## src/rtl/pwm_ramp_pkg.sv

```systemverilog
// Shared types and widths for the PWM duty-cycle ramp controller.
package pwm_ramp_pkg;

    localparam int DUTY_W = 8;
    localparam int STEP_W = 4;

    typedef enum logic [1:0] {
        IDLE = 2'd0,
        UP   = 2'd1,
        DOWN = 2'd2
    } state_e;

endpackage

```

## src/rtl/pwm_ramp_tick.sv

```systemverilog
// Reloadable prescaler: counts down from div_i, pulses tick_o at zero and reloads.
module pwm_ramp_tick #(
    parameter int DIV_W = 8
) (
    input  logic             clk,
    input  logic             rst_n,
    input  logic             clr_i,
    input  logic             load_i,
    input  logic             en_i,
    input  logic [DIV_W-1:0] div_i,
    output logic             tick_o
);

    logic [DIV_W-1:0] cnt_q;
    logic [DIV_W-1:0] cnt_d;

    assign tick_o = en_i && (cnt_q == '0);

    always_comb begin
        cnt_d = cnt_q;
        if (clr_i) begin
            cnt_d = '0;
        end else if (load_i) begin
            cnt_d = div_i;
        end else if (en_i) begin
            cnt_d = (cnt_q == '0) ? div_i : cnt_q - 1'b1;
        end
    end

    always_ff @(posedge clk or negedge rst_n) begin
        if (!rst_n) begin
            cnt_q <= '0;
        end else begin
            cnt_q <= cnt_d;
        end
    end

endmodule

```

## src/rtl/pwm_ramp_ctrl.sv

```systemverilog
// Slews a PWM duty cycle toward a target in step_size increments per prescaler tick.
// Define PWM_RAMP_DOWN_EN to also slew decreases; otherwise decreases are applied at once.
module pwm_ramp_ctrl
    import pwm_ramp_pkg::*;
#(
    parameter int DIV_W = 8
) (
    input  logic              clk,
    input  logic              rst_n,
    input  logic              ramp_en,
    input  logic [DUTY_W-1:0] target_duty,
    input  logic [STEP_W-1:0] step_size,
    input  logic [DIV_W-1:0]  tick_div,
    output logic [DUTY_W-1:0] duty_out,
    output logic              busy,
    output logic              done
);

    state_e            state_q, state_d;
    logic [DUTY_W-1:0] duty_q, duty_d, duty_nxt;
    logic              busy_q, done_q, done_d;
    logic              presc_clr, presc_load, presc_en, tick;
    logic [DUTY_W:0]   step9;

    // Arithmetic is done one bit wider so neither direction can wrap before clamping.
    function automatic logic [DUTY_W-1:0] sat_add(input logic [DUTY_W-1:0] d,
                                                  input logic [DUTY_W:0]   s,
                                                  input logic [DUTY_W-1:0] t);
        logic [DUTY_W:0] sum;
        sum = {1'b0, d} + s;
        return (sum > {1'b0, t}) ? t : sum[DUTY_W-1:0];
    endfunction

    function automatic logic [DUTY_W-1:0] sat_sub(input logic [DUTY_W-1:0] d,
                                                  input logic [DUTY_W:0]   s,
                                                  input logic [DUTY_W-1:0] t);
        logic [DUTY_W:0] diff;
        diff = {1'b0, d} - s;
        return (diff[DUTY_W] || (diff[DUTY_W-1:0] < t)) ? t : diff[DUTY_W-1:0];
    endfunction

    assign step9 = (step_size == '0) ? {{DUTY_W{1'b0}}, 1'b1}
                                     : {{(DUTY_W+1-STEP_W){1'b0}}, step_size};

    pwm_ramp_tick #(.DIV_W(DIV_W)) u_tick (
        .clk    (clk),
        .rst_n  (rst_n),
        .clr_i  (presc_clr),
        .load_i (presc_load),
        .en_i   (presc_en),
        .div_i  (tick_div),
        .tick_o (tick)
    );

    always_comb begin
        state_d    = state_q;
        duty_d     = duty_q;
        done_d     = 1'b0;
        presc_clr  = 1'b0;
        presc_load = 1'b0;
        presc_en   = 1'b0;
        duty_nxt   = duty_q;
        if (!ramp_en) begin
            state_d   = IDLE;
            duty_d    = target_duty;
            presc_clr = 1'b1;
        end else begin
            case (state_q)
                IDLE: begin
                    if (target_duty > duty_q) begin
                        state_d    = UP;
                        presc_load = 1'b1;
                    end else if (target_duty < duty_q) begin
`ifdef PWM_RAMP_DOWN_EN
                        state_d    = DOWN;
                        presc_load = 1'b1;
`else
                        duty_d = target_duty;
                        done_d = 1'b1;
`endif
                    end
                end
                default: begin
                    presc_en = 1'b1;
                    if (tick) begin
                        if (target_duty > duty_q) begin
                            duty_nxt = sat_add(duty_q, step9, target_duty);
`ifdef PWM_RAMP_DOWN_EN
                        end else if (target_duty < duty_q) begin
                            duty_nxt = sat_sub(duty_q, step9, target_duty);
`endif
                        end
                        duty_d = duty_nxt;
                        if (duty_nxt == target_duty) begin
                            state_d = IDLE;
                            done_d  = 1'b1;
                        end else begin
                            state_d = (target_duty > duty_q) ? UP : DOWN;
                        end
                    end
`ifndef PWM_RAMP_DOWN_EN
                    // Without a DOWN state a falling target is applied immediately, tick or not.
                    if (target_duty < duty_q) begin
                        state_d   = IDLE;
                        duty_d    = target_duty;
                        done_d    = 1'b1;
                        presc_clr = 1'b1;
                    end
`endif
                end
            endcase
        end
    end

    always_ff @(posedge clk or negedge rst_n) begin
        if (!rst_n) begin
            state_q <= IDLE;
            duty_q  <= '0;
            busy_q  <= 1'b0;
            done_q  <= 1'b0;
        end else begin
            state_q <= state_d;
            duty_q  <= duty_d;
            busy_q  <= (state_d != IDLE);
            done_q  <= done_d;
        end
    end

    assign duty_out = duty_q;
    assign busy     = busy_q;
    assign done     = done_q;

endmodule

```

## config.mk

```make
export PLATFORM = sky130hd
export DESIGN_NAME = pwm_ramp_ctrl
export DESIGN_NICKNAME = d
export VERILOG_FILES = /design/src/rtl/pwm_ramp_pkg.sv /design/src/rtl/pwm_ramp_tick.sv /design/src/rtl/pwm_ramp_ctrl.sv
export SDC_FILE = /design/constraint.sdc
export NUM_CORES = 1
export LEC_CHECK = 0
export ABC_CLOCK_PERIOD_IN_PS = 8400
export CAP_MARGIN = 10
export CELL_PAD_IN_SITES_DETAIL_PLACEMENT = 1
export CELL_PAD_IN_SITES_GLOBAL_PLACEMENT = 2
export CORE_ASPECT_RATIO = 0.6
export CORE_MARGIN = 5
export CORE_UTILIZATION = 35
export CTS_BUF_LIST = sky130_fd_sc_hd__clkbuf_8 sky130_fd_sc_hd__clkbuf_16
export DETAILED_ROUTE_END_ITERATION = 6
export PLACE_DENSITY = 0.83
export SYNTH_ARGS = -nofsm -noshare
export SYNTH_HDL_FRONTEND = slang
export SYNTH_SLANG_ARGS = --single-unit
export TNS_END_PERCENT = 1
```

## constraint.sdc

```tcl
create_clock -name clk -period 8.4 [get_ports clk]
set_input_delay 1.68 -clock clk [delete_from_list [all_inputs] [get_ports clk]]
set_output_delay 1.68 -clock clk [all_outputs]
set_load 0.02 [all_outputs]
```

==> results of run 1 <==
state kept, by name, summed over array words and instances, names as in the netlist:
register and count:
u_tick.cnt_q 8, busy 1, done 1, state_q 2, duty_out 8
power by group through the flow:
stage	clock network, µW	logic, µW	registers [µW]
after floorplan	0	445	180
after global placement	0	594	178
after detailed placement	0	605	178
after CTS	101	608	177
after global routing	106	670	184
final	100	608	178
per-layer routing:
layer	up-vias	track usage [%]	part of all wire, %
met5	-	0	0
met4	0	1.64	0.50
met3	4	4.85	4.8
met2	32	23.6	38
met1	960	28.7	57
li1	966	-	-
final timing paths:
check	slack (ps)	cells after the start	end	startpoint
worst min-delay path	500	1	u_tick.cnt_q[7]	u_tick.cnt_q[7]
max in group asynchronous	5880	1	u_tick.cnt_q[1]	rst_n
worst max register to register	4600	13	duty_out[5]	duty_out[0]
min in group asynchronous	1930	1	u_tick.cnt_q[3]	rst_n
worst min register to register	500	1	u_tick.cnt_q[7]	u_tick.cnt_q[7]
worst max-delay path	2790	16	duty_out[5]	step_size[1]
per-stage QoR:
step	hold slack, ps	worst slack, ps	instances	util, %
after floorplan	457	3540	248	-
after global placement	478	2700	358	41.8
after detailed placement	479	2540	358	41.8
after CTS	505	2810	362	43.0
after global routing	523	2580	362	43.0
final	500	2790	362	43.0
layout by cell type, fill, tap and decap left out, types with 5 or more instances in the layout:
master           synthesis  layout
ha_1                    22      22
mux2i_1                  8       8
xnor2_1                 14      14
nand3_1                  6       6
nor2_1                  20      20
o221a_1                  5       5
a21oi_1                 16      16
nor3_1                  10      10
inv_1                   23      23
dfrtp_1                 20      20
o2bb2ai_1                5       5
nand2_1                 18      18
o21ai_1                  8       8
clkdlybuf4s50_1          0      32
area by class of cell:
| class | instances | area, µm² |
|---|---|---|
| repair buffers | 32 | 320 |
| flip-flops and latches | 20 | 500 |
| clock buffers | 3 | 41.3 |
| well taps | 84 | 105 |
| fillers | 731 | 3420 |
| clock inverters | 1 | 30.0 |
| multi-input cells | 199 | 1500 |
| inverters | 23 | 86.3 |
kinds of logic after synthesis:
| logic type | after synthesis |
|---|---|
| buffers and inverters | 29 |
| multiplexers | 8 |
| adder cells (fa/ha/maj) | 23 |
| XOR/XNOR | 18 |
| AO/OA/AOI/OAI | 67 |
| flip-flops | 20 |
| AND/OR/NAND/NOR | 83 |
==> summary.txt, run 1 <==
Synthesis
  – Most frequent cell after synthesis: inv_1
  – Post-synth ARST share: 100%
  – Mux cell area share after synthesis: roughly 3.8%
  – Ys flop type: dfrtp_1
  – Synth Area in Adders: between 10 and 15%
  – Compound-gate portion of the synthesized area: between 20% and 30%
  – Synthesis Warnings: 0
  – Top area cells in the synthesized netlist: dfrtp_1, ha_1, xnor2_1, inv_1, a21oi_1
  – Synth unique cells: 60
  – Synth Area in Simple Gates: 20.9%
  – Average size of a mapped cell: ~8.6 µm²
  – Synth cell count leaders: inv_1, ha_1, dfrtp_1, nor2_1, nand2_1
  – Synth area leader: dfrtp_1
  – Post-Synthesis Cell Area: 2130 µm²
  – Synth top area share: 23.5%
  – Post-synthesis sequential area ratio: approximately a quarter
  – Synthesized Nets: 294
  – Largest family of logic cells by synthesized area: compound AO/OA/AOI/OAI gates
  – FF+latch count, synth: 20
  – Post-Synthesis Cells: around 250
  – Post-synth EDFFs: 0
  – XOR/XNOR share of the synthesized area: between 8 and 9%

Die
  – Core ar.: ~6000 µm²
  – Initial Utilization: roughly 35%
  – Die width: around 110 µm
  – Num ports: 33
  – FP Rows: 22
  – Die area: roughly 7800 µm²
  – Die Ht: a little over 70 µm

Timing
  – RSZ-0062 raised after global routing: no
  – Fin crit period: between 5000 and 6000 ps
  – Final count of hold timing violations: 0
  – Slew @ Worst Pin: about 960 ps
  – Final Max Tran Viols: 0
  – Final setup vio count: 0
  – Post-Route Setup TNS: 0 ps
  – Setup Skew: slightly below 10 ps
  – Worst slew margin: a little over a third
  – Final period utilization: 66.8%
  – Fmax: 0.178 GHz

CTS
  – Clock slew at reported path FFs: about 90 ps
  – CTS tree: done
  – CTS resizes: 0
  – H-tree Lvls: 1
  – Hold buffer count at CTS: 0
  – CTS Buf Count: 3
  – Post-CTS setup buffers: 0
  – CTS sink count: 20
  – Clock tree buffer depth: 2
  – Clk root buf: clkbuf_8
  – Worst skew pair latency: roughly 270 ps

Power
  – Clock power share: approximately 11%
  – Power per cell area: about 340 nW/µm²
  – Sw Ratio: 48.8%
  – Peak supply drop: 0.105 mV
  – Share of power burned in registers: ~20%
  – Int Power: about 450 µW
  – Comb pwr share: 68.6%
  – Tot Pwr: roughly 900 µW
  – P_leak: 0.00109 µW
  – NetSw: 433 µW

Routing
  – Number of detailed-route iterations in the first pass: 4
  – Wirelength per Cell: ~19 µm
  – Number of routed nets with antenna violations: 0
  – DRT iter0 DRCs: 60
  – Vias/cell: 5.42
  – Vias: just under 2000
  – DRC viols: 0
  – Post-Route WL: approximately 6800 µm

Cells and area
  – Ant. Diodes: 0
  – Nets: approximately 330
  – Final instance area: about 2600 µm²
  – Layout cell share with drive strength beyond 1: ~7.2%
  – Area growth syn-to-layout: 21.3%

Placement
  – I/O Buffers: 32
  – HPWL Detailed: approximately 5600 µm
  – Post-DP Area: 2510 µm²
  – Final Wtd Congestion: 0.943

Global routing
  – Antenna violations before repair: 0
  – Number of global-route vias before repair: about 2000
  – GRT overflow: 0
  – Gr usage total: between 10% and 20%
  – Largest net degree at the start of global routing: 21
  – First-pass GRT wire length: approximately 11000 µm

Critical path
  – Kind of critical path: input pin to flop
  – Required @ worst endpoint: 8610 ps
  – CP max stage delay: 540 ps
  – Crit-path slowest cell: clkdlybuf4s50_1
  – Critical Path Most Common Cell: ha_1
  – Worst endpoint data arrival time: just under 6000 ps
  – Setup crit start kind: input pin
  – Crit Path Max Fanout: 7
  – CP delay by family, top: compound AO/OA/AOI/OAI gates
  – Buf/Inv on CP: 1
  – CP Capture Type: flop
  – CP Cell Sequence: clkdlybuf4s50_1, nor3_1, or2_2, ha_1, fa_1, nand3_1, nand2_1, xnor2_1, ha_1, and4_4, a21boi_1, o41a_1, a31o_4, a211oi_2, or2_1, o221a_1

Job
  – Max-cap violations: 0

Hold path
  – HP Class: flop to flop

Run status
  – Status: complete, no violations
(Power assumes the default switching activity.)
==> run 2, diff against run 1 <==
- ABC_CLOCK_PERIOD_IN_PS: 8400 -> 5700
- CORE_UTILIZATION: 35 -> 33
- PLACE_DENSITY: 0.83 -> 0.79
- clock period: 8.4 -> 5.7 ns (I/O delays scaled with it)
==> run 2 against run 1 <==
  * Global-route usage decreased by 0.12 points
  * Combinational power grew 50%
  * Wire length barely moved
  * Critical path type unchanged
  * First-iteration DRC count grew 150%
  * Via count rose by 1.4%
  * Flip-flop and latch count stayed put
  * Power grew 49%
  * Design area up 0.58%
==> summary.txt, run 2 (synthesized netlist as in run 1, its figures left out) <==
Die
  – Initial Utilization: 34.4% (was 35.5%)
  – Num ports: 33 (unchanged)
  – Core ar.: 6190 µm² (was 6000 µm²)
  – Die area: 8210 µm² (was 7800 µm²)
  – Die Ht: 72.2 µm (was 70.4 µm)
  – Die width: 114 µm (was 111 µm)
  – FP Rows: 22 (unchanged)

Cells and area
  – Ant. Diodes: 0 (unchanged)
  – Final Util: 41.9% (was 43.0%)
  – Most frequent cells in the layout: clkdlybuf4s50_1, inv_1, ha_1, nor2_1, dfrtp_1 (unchanged)
  – Nets: 327 (was 325)
  – Filler instances: 748 (was 731)
  – Area taken by multi-input logic gates: 1500 µm² (unchanged)
  – Commonest non-fill, non-tap cell in the layout: clkdlybuf4s50_1 (unchanged)
  – Layout cell share with drive strength beyond 1: 7.86% (was 7.19%)
  – Final instance area: 2600 µm² (was 2580 µm²)
  – FF+latch area: 500 µm² (unchanged)
  – Area growth syn-to-layout: 22.0% (was 21.3%)

Power
  – NetSw: 647 µW (was 433 µW)
  – Clock power share: 11.3% (about the same)
  – Share of power burned in registers: 19.7% (was 20.1%)
  – Power per cell area: 510 nW/µm² (was 343 nW/µm²)
  – Peak supply drop: 0.209 mV (was 0.105 mV)
  – Comb pwr share: 69.0% (was 68.6%)
  – Sw Ratio: 48.9% (was 48.8%)
  – Int Power: 677 µW (was 453 µW)
  – P_leak: 0.00110 µW (was 0.00109 µW)

Timing
  – Final Max Tran Viols: 0 (unchanged)
  – Final count of hold timing violations: 0 (unchanged)
  – Worst slew margin: 35.1% (was 36.0%)
  – Final setup vio count: 0 (unchanged)
  – Post-Route Setup TNS: 0 ps (unchanged)
  – RSZ-0062 raised after global routing: no (unchanged)
  – Fmax: around 0.20 GHz
  – Final period utilization: between 80 and 90%
  – Slew @ Worst Pin: 971 ps (was 956 ps)
  – Setup Skew: 2.44 ps (was 9.71 ps)
  – Fin crit period: roughly 5000 ps

Critical path
  – Worst endpoint data arrival time: 5240 ps (was 5830 ps)
  – Crit Path Max Fanout: 7 (unchanged)
  – Setup crit start kind: input pin (unchanged)
  – CP Capture Type: flop (unchanged)
  – Kind of critical path: input pin to flop (unchanged)
  – Required @ worst endpoint: 5910 ps (was 8610 ps)
  – Reg2reg setup slack: 1940 ps (was 4600 ps)

CTS
  – Clock slew at reported path FFs: 90 ps (about the same)
  – CTS resizes: 0 (unchanged)
  – CTS Buf Count: 3 (unchanged)
  – H-tree Lvls: 1 (unchanged)
  – Clock tree buffer depth: 2 (unchanged)
  – CTS sink count: 20 (unchanged)
  – Worst skew pair latency: 270 ps (about the same)
  – Hold buffer count at CTS: 0 (unchanged)
  – Clk root buf: clkbuf_8 (unchanged)
  – Post-CTS setup buffers: 0 (unchanged)
  – CTS tree: done (unchanged)

Hold path
  – HP Class: flop to flop (unchanged)

Job
  – Max-cap violations: 0 (unchanged)

Global routing
  – First-pass GRT wire length: 11400 µm (was 11100 µm)
  – Gr usage total: 17.7% (was 17.8%)
  – GRT overflow: 0 (unchanged)
  – Number of global-route vias before repair: 2070 (was 1982)
  – Largest net degree at the start of global routing: 21 (unchanged)
  – Antenna violations before repair: 0 (unchanged)

Routing
  – Vias: 1989 (was 1962)
  – Number of detailed-route iterations in the first pass: 4 (unchanged)
  – Vias/cell: 5.46 (was 5.42)
  – Number of routed nets with antenna violations: 0 (unchanged)
  – DRT iter0 DRCs: 148 (was 60)
  – Post-Route WL: 6820 µm (about the same)
  – Wirelength per Cell: 18.7 µm (was 18.8 µm)
  – DRC viols: 0 (unchanged)

Placement
  – Final Wtd Congestion: 0.868 (was 0.943)
  – I/O Buffers: 32 (unchanged)
  – Post-DP Area: 2530 µm² (was 2510 µm²)
  – HPWL Detailed: 5660 µm (was 5600 µm)

Run status
  – Status: complete, no violations (unchanged)
==> run 2: changes by cell type in the layout (fill, tap and decap cells not counted) <==
cell   previous run  this run
buf_4             0         2
==> run 2: worst paths after layout <==
kind | from | end | cells past startpoint
max | step_size[1] | duty_out[2] | 16
min | u_tick.cnt_q[7] | u_tick.cnt_q[7] | 1
max reg2reg | duty_out[0] | duty_out[2] | 13
min reg2reg | u_tick.cnt_q[7] | u_tick.cnt_q[7] | 1
max in group asynchronous | rst_n | duty_out[6] | 1
min in group asynchronous | rst_n | u_tick.cnt_q[3] | 1
==> run 2: through the flow <==
step                      total power, µW  hold slack (ps)  setup WS [ps]  instances
after floorplan                       921              457           1380        248
after global placement               1160              479            587        360
after detailed placement             1170              475            394        360
after CTS                            1320              499            677        364
after global routing                 1440              532            478        364
final                                1320              496            667        364
==> run 2: final cells by class <==
type | count | area share, %
clock buffer | 3 | 1.59
tap | 84 | 4.05
clock inverter | 1 | 1.16
multi-input combinational | 199 | 57.7
sequential | 20 | 19.3
timing repair buffer | 34 | 12.9
inverter | 23 | 3.32
==> run 2: power by group through the flow <==
stage	clock (µW)	sequential, µW	combinational, µW
5_1_grt	157	272	1020
3_3_place_gp	0	264	892
2_1_floorplan	0	265	656
6_report	150	261	914
3_5_place_dp	0	264	906
4_1_cts	149	261	910
==> run 2: per-layer routing <==
metal | vias up | track usage [%] | wire, µm
met5 | - | 0 | 0
met4 | 0 | 2.00 | 25
met3 | 4 | 3.42 | 276
met2 | 33 | 23.1 | 2550
met1 | 979 | 29.6 | 3970
li1 | 973 | - | -
==> run 2: critical path, cell delays in order <==
cell and delay (ps):
clkdlybuf4s50_1 530, nor3_1 80, or2_2 280, ha_1 230, fa_1 430, nand3_1 150
nand2_1 190, xnor2_1 180, ha_1 290, and4_4 160, a21boi_1 130, o41a_1 410
a31o_4 250, a211oi_2 250, or2_1 300, o221a_2 240
==> run 3, diff against run 2 <==
- ABC_CLOCK_PERIOD_IN_PS: 5700 -> 4850
- clock period: 5.7 -> 4.85 ns (I/O delays scaled with it)
==> run 3 against run 2 <==
  * Highest routed layer unchanged
  * Sequential power grew 17%
  * Flip-flop and latch count is the same
  * Via count grew 3.4%
  * Critical path depth is the same
  * Clock power grew 15%
  * Utilization grew 0.97 points
  * Combinational power grew 19%
  * Worst setup slack lost 510 ps
  * Non-clock buffer count grew 8
==> summary.txt, run 3 (synthesized netlist as in run 1, its figures left out) <==
Timing
  – Worst slew margin: 34.1% (was 35.1%)
  – RSZ-0062 raised after global routing: no (unchanged)
  – Final setup vio count: 0 (unchanged)
  – Fin crit period: 4700 ps
  – Final worst slack: 154 ps (was 667 ps)
  – Final period utilization: a little over nine tenths
  – Fmax: 0.213 GHz
  – Final count of hold timing violations: 0 (unchanged)
  – Final Max Tran Viols: 0 (unchanged)
  – Slew @ Worst Pin: 986 ps (was 971 ps)
  – Setup Skew: 3.17 ps (was 2.44 ps)

Routing
  – Vias/cell: 5.53 (was 5.46)
  – DRT iter0 DRCs: 144 (was 148)
  – Number of routed nets with antenna violations: 0 (unchanged)
  – Vias: 2056 (was 1989)
  – DRC viols: 0 (unchanged)
  – Post-Route WL: 6960 µm (was 6820 µm)
  – Number of detailed-route iterations in the first pass: 4 (unchanged)
  – Wirelength per Cell: 18.7 µm (about the same)

Critical path
  – Reg2reg setup slack: 1170 ps (was 1940 ps)
  – Crit path launch: step_size[3] (was step_size[1])
  – RR Startpoint: duty_out[0] (unchanged)
  – Worst endpoint data arrival time: 4900 ps (was 5240 ps)
  – Setup crit start kind: input pin (unchanged)
  – Required @ worst endpoint: 5060 ps (was 5910 ps)
  – Worst-case reg-to-reg path depth: 13 (unchanged)
  – Crit path capture: duty_out[3] (was duty_out[2])
  – CP Capture Type: flop (unchanged)
  – Crit Path Max Fanout: 7 (unchanged)
  – Kind of critical path: input pin to flop (unchanged)
  – RR Endpoint: duty_out[3] (was duty_out[2])

Global routing
  – Met1 Use GR: 29.0% (was 29.6%)
  – Busiest grt layer: met1 (unchanged)
  – GRT overflow: 0 (unchanged)
  – Antenna violations before repair: 0 (unchanged)
  – Gr usage total: 17.7% (about the same)
  – First-pass GRT wire length: 11400 µm (unchanged)
  – Number of global-route vias before repair: 2055 (was 2070)
  – Met2 track demand over resource: 23.8% (was 23.1%)
  – GR Util met3: 3.58% (was 3.42%)
  – Largest net degree at the start of global routing: 21 (unchanged)

Placement
  – DP Worst Slack: -89.4 ps (was 394 ps)
  – I/O Buffers: 32 (unchanged)
  – Post-DP Area: 2590 µm² (was 2530 µm²)
  – HPWL Detailed: 5750 µm (was 5660 µm)
  – Final Wtd Congestion: 0.838 (was 0.868)

CTS
  – CTS sink count: 20 (unchanged)
  – CTS resizes: 0 (unchanged)
  – CTS Buf Count: 3 (unchanged)
  – CTS tree: done (unchanged)
  – Clock tree buffer depth: 2 (unchanged)
  – Post-CTS setup buffers: 0 (unchanged)
  – Clk root buf: clkbuf_8 (unchanged)
  – Clock slew at reported path FFs: 80 ps (was 90 ps)
  – Worst skew pair latency: 270 ps (about the same)
  – H-tree Lvls: 1 (unchanged)
  – Hold buffer count at CTS: 0 (unchanged)

Die
  – Die Ht: 72.2 µm (unchanged)
  – Core ar.: 6190 µm² (unchanged)
  – Initial Utilization: 34.4% (unchanged)
  – Die width: 114 µm (unchanged)
  – Die area: 8210 µm² (unchanged)
  – FP Rows: 22 (unchanged)
  – Num ports: 33 (unchanged)

Cells and area
  – Final Util: 42.9% (was 41.9%)
  – Nets: 335 (was 327)
  – Commonest non-fill, non-tap cell in the layout: clkdlybuf4s50_1 (unchanged)
  – FF+latch area: 500 µm² (unchanged)
  – Ant. Diodes: 0 (unchanged)
  – Area growth syn-to-layout: 24.8% (was 22.0%)
  – Layout cell share with drive strength beyond 1: 10.4% (was 7.86%)
  – Final instance area: 2660 µm² (was 2600 µm²)
  – Most frequent cells in the layout: clkdlybuf4s50_1, inv_1, ha_1, nor2_1, dfrtp_1 (unchanged)
  – Filler instances: 752 (was 748)
  – Area taken by multi-input logic gates: 1500 µm² (unchanged)

Run status
  – Status: complete, no violations (unchanged)

Job
  – Max-cap violations: 0 (unchanged)

Hold path
  – Hold Crit Start: u_tick.cnt_q[4] (was u_tick.cnt_q[7])
  – Hold depth: 1 (unchanged)
  – HP Class: flop to flop (unchanged)

Power
  – P_leak: 0.00114 µW (was 0.00110 µW)
  – Peak supply drop: 0.182 mV (was 0.209 mV)
  – Power per cell area: 592 nW/µm² (was 510 nW/µm²)
==> run 3: cell type report <==
type	count	area share, %
multi-input combinational	199	56.4
sequential	20	18.8
timing repair buffer	42	14.9
tap	84	3.95
inverter	23	3.25
clock buffer	3	1.55
clock inverter	1	1.13
==> run 3: worst min-delay path by stage <==
| stage | endpoint | slack [ps] |
|---|---|---|
| after floorplan | u_tick.cnt_q[7] | 460 |
| after global placement | u_tick.cnt_q[4] | 480 |
| after detailed placement | u_tick.cnt_q[4] | 480 |
| after CTS | u_tick.cnt_q[4] | 500 |
| after global routing | u_tick.cnt_q[4] | 510 |
| final | u_tick.cnt_q[4] | 500 |
==> run 3: through the flow <==
stage / total power [µW] / cells / TNS, ps / hold WS [ps]
6_report: 1570 / 372 / 0 / 501
5_1_grt: 1710 / 372 / 0 / 512
4_1_cts: 1580 / 372 / 0 / 505
3_5_place_dp: 1400 / 368 / -555 / 482
3_3_place_gp: 1370 / 368 / 0 / 479
2_1_floorplan: 1080 / 248 / 0 / 457
==> run 3: power breakdown <==
| group | internal [µW] | leakage [µW] | switching [µW] |
|---|---|---|---|
| clock network | 110 | 0.0000357 | 63.1 |
| registers | 225 | 0.000252 | 81.0 |
| logic | 475 | 0.000853 | 619 |
| total | 811 | 0.00114 | 763 |
==> run 3: layer usage <==
| metal | up-vias | share of wire (%) |
|---|---|---|
| li1 | 995 | - |
| met3 | 2 | 6.7 |
| met4 | 0 | 0.27 |
| met1 | 994 | 55 |
| met5 | - | 0 |
| met2 | 65 | 38 |
==> run 3: worst max-delay path: stages <==
cell	delay (ps)
clkdlybuf4s50_1	490
nor3_1	50
or2_2	270
ha_1	210
fa_1	420
nand3_1	150
a21oi_1	130
xnor2_1	150
ha_1	300
and4_4	190
a21boi_1	120
o41a_1	410
a31o_4	250
a211oi_2	250
or2_1	300
o221a_1	230
